==> src/rtl/uctl_line_event_ctrl.sv <==
// uctl_line_event_ctrl: always-on USB line-event controller.
// Times qualified J-idle, SE0 and K periods from the glitch-filtered line to
// flag suspend, bus reset and resume. It also selects the filter stable time
// per power mode and re-arms the filters after each mode change.
module uctl_line_event_ctrl #(
    parameter int unsigned                GLITCH_CNTR_WD = 4,
    parameter int unsigned                CNT_WD         = 16,
    parameter logic [CNT_WD-1:0]          SUSPEND_TIME   = 16'd3000,
    parameter logic [CNT_WD-1:0]          RESET_TIME     = 16'd250,
    parameter logic [CNT_WD-1:0]          RESUME_TIME    = 16'd200,
    parameter logic [GLITCH_CNTR_WD-1:0]  ACT_FILT       = 4'd3,
    parameter logic [GLITCH_CNTR_WD-1:0]  SUSP_FILT      = 4'd15
) (
    input  logic                       aon_clk,
    input  logic                       aon_rst_n,
    input  logic                       sw_rst,
    input  logic                       ctrl_en,
    input  logic [1:0]                 line_state,
    input  logic                       line_stable,
    output logic [GLITCH_CNTR_WD-1:0]  filt_stable_time,
    output logic                       filt_rearm,
    output logic                       suspend_o,
    output logic                       bus_reset_pulse,
    output logic                       resume_pulse
);

    typedef enum logic [2:0] {
        ST_ACTIVE,
        ST_IDLE_J,
        ST_SE0_CNT,
        ST_RST_HOLD,
        ST_SUSPEND,
        ST_RESUME_K
    } state_t;

    localparam logic [1:0] LS_J   = 2'b10;
    localparam logic [1:0] LS_K   = 2'b01;
    localparam logic [1:0] LS_SE0 = 2'b00;

    // Last counted value before each event fires; the entry edge supplies the
    // extra cycle so events land on the (TIME+1)th qualified cycle.
    localparam logic [CNT_WD-1:0] SUSP_LAST = SUSPEND_TIME - CNT_WD'(1);
    localparam logic [CNT_WD-1:0] RST_LAST  = RESET_TIME   - CNT_WD'(1);
    localparam logic [CNT_WD-1:0] RES_LAST  = RESUME_TIME  - CNT_WD'(1);

    state_t                      state;
    logic [CNT_WD-1:0]           tmr;
    logic [GLITCH_CNTR_WD-1:0]   filt_prev;
    logic                        q_j;
    logic                        q_k;
    logic                        q_se0;

    assign q_j   = line_stable && (line_state == LS_J);
    assign q_k   = line_stable && (line_state == LS_K);
    assign q_se0 = line_stable && (line_state == LS_SE0);

    // Line-event FSM with event timer and registered mode/event outputs.
    always_ff @(posedge aon_clk or negedge aon_rst_n) begin
        if (!aon_rst_n) begin
            state            <= ST_ACTIVE;
            tmr              <= '0;
            suspend_o        <= 1'b0;
            bus_reset_pulse  <= 1'b0;
            resume_pulse     <= 1'b0;
            filt_stable_time <= ACT_FILT;
        end else if (sw_rst) begin
            state            <= ST_ACTIVE;
            tmr              <= '0;
            suspend_o        <= 1'b0;
            bus_reset_pulse  <= 1'b0;
            resume_pulse     <= 1'b0;
            filt_stable_time <= ACT_FILT;
        end else begin
            bus_reset_pulse <= 1'b0;
            resume_pulse    <= 1'b0;
            if (!ctrl_en) begin
                state            <= ST_ACTIVE;
                tmr              <= '0;
                suspend_o        <= 1'b0;
                filt_stable_time <= ACT_FILT;
            end else begin
                case (state)
                    ST_ACTIVE: begin
                        tmr <= '0;
                        if (q_j)        state <= ST_IDLE_J;
                        else if (q_se0) state <= ST_SE0_CNT;
                    end
                    ST_IDLE_J: begin
                        if (q_j) begin
                            if (tmr == SUSP_LAST) begin
                                state            <= ST_SUSPEND;
                                tmr              <= '0;
                                suspend_o        <= 1'b1;
                                filt_stable_time <= SUSP_FILT;
                            end else begin
                                tmr <= tmr + CNT_WD'(1);
                            end
                        end else if (q_se0) begin
                            state <= ST_SE0_CNT;
                            tmr   <= '0;
                        end else begin
                            state <= ST_ACTIVE;
                            tmr   <= '0;
                        end
                    end
                    ST_SE0_CNT: begin
                        if (q_se0) begin
                            if (tmr == RST_LAST) begin
                                state            <= ST_RST_HOLD;
                                tmr              <= '0;
                                bus_reset_pulse  <= 1'b1;
                                suspend_o        <= 1'b0;
                                filt_stable_time <= ACT_FILT;
                            end else begin
                                tmr <= tmr + CNT_WD'(1);
                            end
                        end else begin
                            // Short SE0 is an EOP; a short SE0 seen from suspend
                            // still counts as bus activity and wakes the block.
                            state            <= ST_ACTIVE;
                            tmr              <= '0;
                            suspend_o        <= 1'b0;
                            filt_stable_time <= ACT_FILT;
                        end
                    end
                    ST_RST_HOLD: begin
                        tmr <= '0;
                        if (!q_se0) state <= ST_ACTIVE;
                    end
                    ST_SUSPEND: begin
                        tmr <= '0;
                        if (q_k)        state <= ST_RESUME_K;
                        else if (q_se0) state <= ST_SE0_CNT;
                    end
                    ST_RESUME_K: begin
                        if (q_k) begin
                            if (tmr == RES_LAST) begin
                                state            <= ST_ACTIVE;
                                tmr              <= '0;
                                resume_pulse     <= 1'b1;
                                suspend_o        <= 1'b0;
                                filt_stable_time <= ACT_FILT;
                            end else begin
                                tmr <= tmr + CNT_WD'(1);
                            end
                        end else begin
                            state <= ST_SUSPEND;
                            tmr   <= '0;
                        end
                    end
                    default: begin
                        state <= ST_ACTIVE;
                        tmr   <= '0;
                    end
                endcase
            end
        end
    end

    // Pulse filt_rearm on the edge after the filter stable time changes.
    always_ff @(posedge aon_clk or negedge aon_rst_n) begin
        if (!aon_rst_n) begin
            filt_prev  <= ACT_FILT;
            filt_rearm <= 1'b0;
        end else if (sw_rst) begin
            filt_prev  <= ACT_FILT;
            filt_rearm <= 1'b0;
        end else begin
            filt_prev  <= filt_stable_time;
            filt_rearm <= (filt_stable_time != filt_prev);
        end
    end

endmodule

==> config.mk <==
export PLATFORM = sky130hd
export DESIGN_NAME = uctl_line_event_ctrl
export DESIGN_NICKNAME = d
export VERILOG_FILES = /design/src/rtl/uctl_line_event_ctrl.sv
export SDC_FILE = /design/constraint.sdc
export NUM_CORES = 1
export LEC_CHECK = 0
export CORE_AREA = 4 4 59 61
export DETAILED_ROUTE_END_ITERATION = 7
export DIE_AREA = 0 0 63 65
export MAX_ROUTING_LAYER = met4
export PLACE_DENSITY_LB_ADDON = 0.12
export SKIP_CTS_REPAIR_TIMING = 1
export SLEW_MARGIN = 20
export SYNTH_ARGS = -nofsm -noshare
export SYNTH_HDL_FRONTEND = slang
export SYNTH_SLANG_ARGS = --single-unit
export TNS_END_PERCENT = 30
==> constraint.sdc <==
create_clock -name aon_clk -period 2.26 [get_ports aon_clk]
set_input_delay 0.565 -clock aon_clk [delete_from_list [all_inputs] [get_ports aon_clk]]
set_output_delay 0.565 -clock aon_clk [all_outputs]
set_load 0.03 [all_outputs]
==> metrics.txt <==
Seq pwr share 0.581; hpwl dp between 2 and 2.5 mm; critical path class reg -> reg; core box area ~0.0030 sq mm; root buf cell clkbuf_4; RePlAce Congestion roughly 0.86; Routed Antenna Nets 0; final std cells w/o fill between 200 and 250; maximum fanout along the worst path 16; CP arrival approximately 2.6 ns; Synth cell types 40; Switching Share 0.241; compound-gate portion of the synthesized area 0.0546; ys flop type dfrtp_1; Netlist Area Pre-Place 0.00142 sq mm; vias between 1000 and 1500; #FFs+latches synth 24; Syn Area/Cell 9.40 sq um; fin crit share 1.04; RSZ-0062 raised after global routing true; Tot GR Track Use 0.167; Max Clk Rate about 430 MHz; 1st-iter DRT viols 48; IO Pins 15; Congestion Overflow GR 0; PwrDens 416 mW/mm^2; CP Buf/Inv Count 1; largest net degree at the start of global routing 25; CTS buffer count 3; max incr delay on CP ~0.57 ns; status finished, violations left; crit path to tmr[4]; failing checks setup timing; fraction of layout instances using a drive strength above 1 0.232; Post-route DRC 0; vias in the first global route about 1200; final WL 3.19 mm; Setup crit end kind flop; Stages on worst setup path 6; Mapped Cells around 150; crit path from tmr[13]; FFs w/ async S/R, synth 1.00; Synth Area in XOR/XNOR 0.0987; Reg clk slew, reported paths about 0.13 ns; Synth Area in Simple Gates 0.329; Clock Latency Late Sink around 0.31 ns; clock sink total 24; largest family of logic cells by synthesized area simple AND/OR/NAND/NOR gates; placed cell area roughly 0.0017 sq mm; sequential area share after synthesis 0.423; r2r endpoint tmr[4]; routed wire length per instance ~15 microns; VDD IR max about 200 uV; DP Cell Count approximately 210; Starting Density 0.477; Worst path slowest cell or4_4; Clk pwr share 0.301; initial antenna violation count 0; fin. max-slew vios 0; crit-path cells or4_4, or4_4, and4_4, o31ai_4, buf_12, nor2_1; H-Tree Depth 1; Die Height 65 microns; area growth from synthesis to layout 27.9%; FP Rows 20; Final nets 195; cell area after layout roughly 0.0018 sq mm; mux cell area share after synthesis 0.0150; Ys Warns 0; Final Setup Violations 17; Post-Synth Adder-Cell Area 0.0247; Max clock buf depth 2; Internal roughly 570 uW; most frequent cells in the layout buf_4, nor2_1, dfrtp_1; Worst EP required about 2.5 ns; CP Launch Type flop; worst hold path type reg -> reg; CP delay by family, top simple AND/OR/NAND/NOR gates; CTS tree built; count of buffers from port buffering 12; Die Span X approximately 63 microns; Pre-antenna DRT Iters 4; Reg2Reg Setup Slack -0.08 ns; skew final 0.00469 ns; commonest non-fill, non-tap cell in the layout buf_4; fin worst setup slack -0.0836 ns; Lkg Pwr 0.000776 uW; first-pass GRT wire length ~5.3 mm; Max-Cap Viols 0; Tot Pwr between 700 and 800 uW; die area between 0.004 and 0.005 sq mm; EDFF count, synth 0; R2R Path Start tmr[13]; Comb pwr share 0.119; DR vias/cell 5.62; Reg2Reg Depth 6; Final Hold Fails 0; Sw Pwr 182 uW; CP dominant cell by count or4_4; n_diodes 0; Tmin final about 2.3 ns
[logic make-up after synthesis]
group / Yosys count
multiplexers: 2
XOR/XNOR: 16
flip-flops: 24
adder cells (fa/ha/maj): 3
other: 1
AND/OR/NAND/NOR: 83
buffers and inverters: 14
AO/OA/AOI/OAI: 8
[layout make-up]
cell class	count	area, sq um
Clock buffer	4	36.3
Multi-Input combinational cell	114	788
Timing Repair Buffer	39	335
Tap cell	33	41.3
Sequential cell	24	601
Inverter	4	15.0
Fill cell	263	1160
[per-stage QoR]
step | hold slack (ns) | util | worst slack [ns] | TNS, ns
final | 0.528 | 0.610 | -0.0836 | -1.20
after global routing | 0.545 | 0.610 | -0.142 | -2.18
after CTS | 0.538 | 0.592 | -0.292 | -4.37
after detailed placement | 0.506 | 0.580 | -0.276 | -4.17
after global placement | 0.495 | 0.580 | -0.199 | -3.22
after floorplan | 0.269 | - | -0.0466 | -0.134
[worst reg2reg max path: stages, from the launching register on]
cell and delay [ns]:
dfrtp_1 0.40, or4_4 0.54, or4_4 0.57, and4_4 0.22, o31ai_4 0.28, buf_12 0.18, nor2_1 0.06
[sequential cells by signal, summed over array words and instances (netlist names)]
register	cells
bus_reset_pulse	1
tmr	16
resume_pulse	1
filt_stable_time	1
filt_prev	1
state	3
filt_rearm	1
[power groups by stage]
stage | sequential (uW) | clock, uW | combinational [uW]
after floorplan | 451 | 0 | 40.9
after global placement | 447 | 0 | 86.2
after CTS | 439 | 242 | 87.8
final | 439 | 227 | 89.6
after global routing | 440 | 253 | 96.0
after detailed placement | 447 | 0 | 87.6
[cells in the mapped netlist (2+ instances only)]
library cell / number / share of area
dfrtp_1: 24 / 0.42
nand4_1: 6 / 0.026
nor2b_1: 7 / 0.031
buf_4: 4 / 0.021
or4_1: 2 / 0.011
nand2_1: 7 / 0.019
xnor2_1: 11 / 0.068
nand3_1: 5 / 0.018
and3b_1: 2 / 0.012
xor2_1: 5 / 0.031
and3_1: 2 / 0.0088
inv_1: 4 / 0.011
a22o_1: 2 / 0.012
and4_1: 3 / 0.019
nor3_1: 8 / 0.028
nor2_1: 25 / 0.066
nand4b_1: 2 / 0.012
a311oi_1: 2 / 0.012
clkbuf_1: 5 / 0.013
ha_1: 2 / 0.018
nor4_1: 4 / 0.018
[routing by layer]
metal  global-route usage  wire length, microns
met1                0.196                  1380
met2                0.292                  1650
met3               0.0312                   126
met4               0.0468                    31
met5                    -                     0
[worst min-delay path by stage]
stage	start	end	cells after the start	slack [ns]
after floorplan	aon_rst_n	bus_reset_pulse	0	0.27
after global placement	filt_prev[2]	filt_rearm	2	0.50
after detailed placement	filt_prev[2]	filt_rearm	2	0.51
after CTS	filt_prev[2]	filt_rearm	2	0.54
after global routing	filt_prev[2]	filt_rearm	2	0.55
final	filt_prev[2]	filt_rearm	2	0.53
(Power assumes the default switching activity.)
